==> config.mk <==
export PLATFORM = sky130hd
export DESIGN_NAME = pipeline_ctrl
export DESIGN_NICKNAME = d
export VERILOG_FILES = /design/src/rtl/pipeline_ctrl.sv
export SDC_FILE = /design/constraint.sdc
export NUM_CORES = 1
export LEC_CHECK = 0
export CELL_PAD_IN_SITES_DETAIL_PLACEMENT = 0
export CELL_PAD_IN_SITES_GLOBAL_PLACEMENT = 1
export CORE_MARGIN = 10
export CORE_UTILIZATION = 38
export DETAILED_ROUTE_END_ITERATION = 8
export GPL_TIMING_DRIVEN = 0
export PLACE_DENSITY = 0.83
export SYNTH_ARGS = -nofsm -noshare
export SYNTH_HDL_FRONTEND = slang
export SYNTH_SLANG_ARGS = --single-unit
==> constraint.sdc <==
create_clock -name clk -period 5.9 [get_ports clk]
set_input_delay 1.77 -clock clk [delete_from_list [all_inputs] [get_ports clk]]
set_output_delay 1.77 -clock clk [all_outputs]
set_load 0.02 [all_outputs]
==> src/rtl/pipeline_ctrl.sv <==
// pipeline_ctrl
// Central stall/flush controller for an in-order pipeline.
//
// Purpose:
//   - Turns per-stage stall requests into a thermometer freeze vector: a
//     request behind hold point h freezes every hold point 0..h.
//   - Sequences branch/exception redirects: one FLUSH cycle per flush_req
//     pulse, with the redirect address held on new_pc.
//   - Keeps saturating performance counters and a sticky stall watchdog.
//
// Ports:
//   clk          in   1       rising-edge clock
//   rst          in   1       asynchronous active-high reset
//   stallreq     in   STAGES  per-stage stall request (bit i behind hold point i)
//   flush_req    in   1       one-cycle flush request pulse
//   flush_pc     in   ADDR_W  redirect address, qualified by flush_req
//   stall        out  STAGES  per-hold-point freeze vector (combinational)
//   flush        out  1       clear all pipeline registers this cycle
//   new_pc       out  ADDR_W  redirect address, meaningful while flush=1
//   stall_cycles out  CNT_W   cycles spent in STALL (saturating)
//   flush_count  out  CNT_W   cycles spent in FLUSH (saturating)
//   wdog_err     out  1       sticky: a stall persisted WDOG_LIMIT cycles
//   dbg_state    out  2       current FSM state (0=RUN, 1=STALL, 2=FLUSH)
module pipeline_ctrl #(
  parameter int STAGES     = 6,
  parameter int ADDR_W     = 32,
  parameter int CNT_W      = 16,
  parameter int WDOG_LIMIT = 1024
) (
  input  logic              clk,
  input  logic              rst,
  input  logic [STAGES-1:0] stallreq,
  input  logic              flush_req,
  input  logic [ADDR_W-1:0] flush_pc,
  output logic [STAGES-1:0] stall,
  output logic              flush,
  output logic [ADDR_W-1:0] new_pc,
  output logic [CNT_W-1:0]  stall_cycles,
  output logic [CNT_W-1:0]  flush_count,
  output logic              wdog_err,
  output logic [1:0]        dbg_state
);

  typedef enum logic [1:0] {
    ST_RUN   = 2'd0,
    ST_STALL = 2'd1,
    ST_FLUSH = 2'd2
  } state_t;

  // Consecutive-stall counter only needs to reach WDOG_LIMIT.
  localparam int CONS_W = (WDOG_LIMIT < 2) ? 1 : $clog2(WDOG_LIMIT + 1);
  localparam logic [CONS_W-1:0] CONS_MAX  = CONS_W'(WDOG_LIMIT);
  localparam logic [CONS_W-1:0] CONS_TRIP = CONS_W'(WDOG_LIMIT - 1);

  state_t              r_state;
  state_t              w_next_state;
  logic [STAGES-1:0]   w_therm;
  logic [ADDR_W-1:0]   r_new_pc;
  logic [CNT_W-1:0]    r_stall_cycles;
  logic [CNT_W-1:0]    r_flush_count;
  logic [CONS_W-1:0]   r_cons_cnt;
  logic                r_wdog_err;

  // Thermometer fill from the highest asserted request downwards.
  always_comb begin
    logic w_acc;
    w_acc   = 1'b0;
    w_therm = '0;
    for (int j = STAGES - 1; j >= 0; j--) begin
      w_acc      = w_acc | stallreq[j];
      w_therm[j] = w_acc;
    end
  end

  // Next state and outputs. A flush wins over any simultaneous stall
  // request; that request is simply re-evaluated in the FLUSH cycle.
  always_comb begin
    w_next_state = ST_RUN;
    stall        = w_therm;
    flush        = 1'b0;
    if (flush_req) begin
      w_next_state = ST_FLUSH;
    end else if (stallreq != '0) begin
      w_next_state = ST_STALL;
    end
    if (r_state == ST_FLUSH) begin
      flush = 1'b1;
      stall = '0;
    end
    // Freeze nothing while reset is held, independent of the requests.
    if (rst) begin
      stall = '0;
    end
  end

  always_ff @(posedge clk or posedge rst) begin
    if (rst) begin
      r_state <= ST_RUN;
    end else begin
      r_state <= w_next_state;
    end
  end

  // Redirect address: latest flush_pc wins on back-to-back flushes.
  always_ff @(posedge clk or posedge rst) begin
    if (rst) begin
      r_new_pc <= '0;
    end else if (flush_req) begin
      r_new_pc <= flush_pc;
    end
  end

  always_ff @(posedge clk or posedge rst) begin
    if (rst) begin
      r_stall_cycles <= '0;
      r_flush_count  <= '0;
    end else begin
      if (r_state == ST_STALL && r_stall_cycles != '1) begin
        r_stall_cycles <= r_stall_cycles + CNT_W'(1);
      end
      if (r_state == ST_FLUSH && r_flush_count != '1) begin
        r_flush_count <= r_flush_count + CNT_W'(1);
      end
    end
  end

  // Watchdog: the counter holds the number of completed consecutive STALL
  // cycles. The error sets on the edge that closes the WDOG_LIMIT-th
  // consecutive STALL cycle, and stays set until reset.
  always_ff @(posedge clk or posedge rst) begin
    if (rst) begin
      r_cons_cnt <= '0;
      r_wdog_err <= 1'b0;
    end else begin
      if (r_state == ST_STALL) begin
        if (r_cons_cnt != CONS_MAX) begin
          r_cons_cnt <= r_cons_cnt + CONS_W'(1);
        end
        if (r_cons_cnt >= CONS_TRIP) begin
          r_wdog_err <= 1'b1;
        end
      end else begin
        r_cons_cnt <= '0;
      end
    end
  end

  assign new_pc       = r_new_pc;
  assign stall_cycles = r_stall_cycles;
  assign flush_count  = r_flush_count;
  assign wdog_err     = r_wdog_err;
  assign dbg_state    = r_state;

endmodule

==> impl_metrics.yaml <==
global_route:
  grt_pass1_vias: 2886
  overflow: 0
  grt_pass1_wl_um: 15000
  gr-usage-met2_pct: 21.0
  grt_util_met1_pct: 16.2
  grt_util_met3_pct: 9.24
  antenna_found_initial: 0
  grt_start_max_net_pins: 54
  grt.total_usage_pct: 14.0
  top_usage_layer: "met2"
finish:
  n_antenna_cell: 0
  nNetsFinal: 471
  drive_gt1_share_pct: 15.3
  syn_to_final_growth_pct: 42.7
  final_cell_area_sq_mm: 0.00505
setup_path:
  worstSetupEndpointType: "output port"
  crit_type: "in2out"
  r2r_setup_slack_ps: 4040
  reg2reg_from: "dbg_state[0]$_DFF_PP0_"
  regToRegEndpoint: "stall_cycles[13]$_DFFE_PP0P_"
  rr_worst_depth: 5
  cp.arrival_ps: 3510
  crit_path_start_kind: "input port"
  worstPathMaxFanout: 6
  critPathRequiredTime_ps: 4130
timing:
  relSlewSlack_pct: 64.5
  period_minus_slack_ps: 5280
  holdWs_ps: 489
  rsz0062_at_grt: "false"
  period_share_pct: 89.5
  max_freq_mhz: 189
  setup_viol: 0
  finalHoldViolCount: 0
  worstMarginPinSlew_ps: 532
  fin_skew_ps: 12.3
  setup_tns_ps: 0
  drv_slew: 0
synth:
  synth_seq_area_share_pct: 55.2
  synthAdderAreaFrac_pct: 1.41
  ys_ff_latch: 78
  synth_xor_area_share_pct: 7.43
  yosys_warnings: 0
  synthesis.area_sq_mm: 0.00354
  synth_top_area_share_pct: 55.2
  syn_area_per_cell_sq_um: 11.8
  synth_edf_count: 0
  syn_inst: 300
  synthTopCellsByCount: "dfrtp_1 (78), mux2_2 (37), xor2_1 (28), nor2_1 (21), nand2_1 (17)"
  synth_cell_types: 39
  synth_mux_area_share_pct: 12.2
  ys.flop_type: "dfrtp_1"
  synthTopCellsByArea: "dfrtp_1 (55%), mux2_2 (12%), xor2_1 (6.9%)"
  synth.most_common_cell: "dfrtp_1"
  synth_area_leader_cell: "dfrtp_1"
  synth_top_family_by_area: "simple AND/OR/NAND/NOR gates"
  synth_compound_gate_area_share_pct: 5.23
  async_reset_ff_share_pct: 100
  synth_simple_gate_area_share_pct: 16.2
  synthesis.nets: 345
floorplanning:
  io_pins: 115
  rows: 35
  fp.dieArea_sq_mm: 0.0136
  die_y_um: 116
  die-width_um: 116
  coreArea_sq_mm: 0.00915
  initial_core_util_pct: 38.7
route:
  avgRoutedWirePerCell_um: 16.6
  route.detailed.drc: 0
  vias: 2732
  viasPerCell: 5.04
  drt_iter0_drc: 79
  finalWirelength_um: 9000
  first_pass_iters: 6
  drtAntennaViolNets: 0
worst_hold_path:
  holdPathStages: 1
  min_path_type: "reg2reg"
  hold-path-endpoint: "wdog_err$_DFFE_PP0P_"
  min_from: "wdog_err$_DFFE_PP0P_"
clock_network:
  insertion_delay_ps: 340
  cts_setup_buffers: 0
  cts-resized-gates: 0
  root_buffer: "clkbuf_8"
  cts_num_sinks: 78
  tritoncts: "yes"
  hold_buffers: 0
  cts.htree.levels: 3
  clk_pin_slew_ps: 70
  cts_made_buffers: 9
  cts_buffer_depth: 2
pwr:
  p_leak_nw: 2.17
  vdd_drop_max_uv: 147
  power_density_mw_per_mm2: 289
placement:
  dpl-instance-area_sq_mm: 0.00485
  finalWeightedCongestion: 0.780
  hpwlAfterDp_um: 6780
  numPortBuffers: 114
flow_run:
  max_cap_viol_count: 0
outcome:
  status: "completed"
==> stage by stage <==
| stage | setup WS, ps | utilization, % | power (mW) | std cells |
|---|---|---|---|---|
| after floorplan | 1590 | - | 0.857 | 300 |
| after global routing | 540 | 55.2 | 1.55 | 542 |
| final | 621 | 55.2 | 1.46 | 542 |
| after detailed placement | 616 | 53.0 | 1.07 | 526 |
| after CTS | 614 | 55.2 | 1.48 | 542 |
| after global placement | 737 | 52.6 | 1.06 | 525 |
==> kinds of logic (layout without fill, tap and decap cells) <==
logic type      after synthesis  after routing
simple gates                102            102
flops                        78             78
mux                          38             38
xor+xnor                     30             30
compound gates               29             29
buf+inv                      19            150
fa+ha+maj                     4              4
==> where the power goes <==
group	switching (mW)	internal, mW
Combinational	0.189	0.199
Clock	0.195	0.210
Sequential	0.0693	0.598
Total	0.453	1.01
==> placed cells by master, fill, tap and decap left out, types with 9 or more instances in the layout <==
master and n:
nor2_1 21, clkbuf_8 10, clkbuf_1 10, nand2_1 17, xor2_1 28, clkdlybuf4s50_1 114
dfrtp_1 78, a21oi_1 11, nor4_1 9, mux2_2 37, nand3_1 15
==> sequential cells by signal, indices dropped and copies added, names as in the netlist <==
| register | count |
|---|---|
| stall_cycles | 16 |
| wdog_err | 1 |
| new_pc | 32 |
| dbg_state | 2 |
| flush_count | 16 |
| r_cons_cnt | 11 |
==> critical path: stages <==
cell and delay (ps):
clkdlybuf4s50_1 460, or2_2 310, clkbuf_1 170, a21oi_1 170, clkdlybuf4s50_1 630
==> layer usage <==
| layer | vias to the layer above | wire (um) |
|---|---|---|
| met5 | - | 0 |
| met4 | 0 | 113 |
| met3 | 9 | 1190 |
| met2 | 89 | 3940 |
| met1 | 1316 | 3750 |
| li1 | 1318 | - |
==> worst max path at each step <==
stage                     slack, ps  cells after the start        to  start
final                           620                      5  stall[2]    rst
after CTS                       610                      5  stall[2]    rst
after detailed placement        620                      5  stall[2]    rst
after global placement          740                      5  stall[2]    rst
after floorplan                1590                      3  stall[2]    rst
after global routing            540                      5  stall[2]    rst
==> final cells by class <==
class	count	area (sq um)
fillers	810	4100
flip-flops and latches	78	1950
multi-input cells	203	1500
repair buffers	115	1170
clock buffers	12	145
well taps	111	139
plain buffers	12	58.8
clock inverters	4	55.1
inverters	7	28.8
No activity file was read; power rests on OpenSTA's default activity.
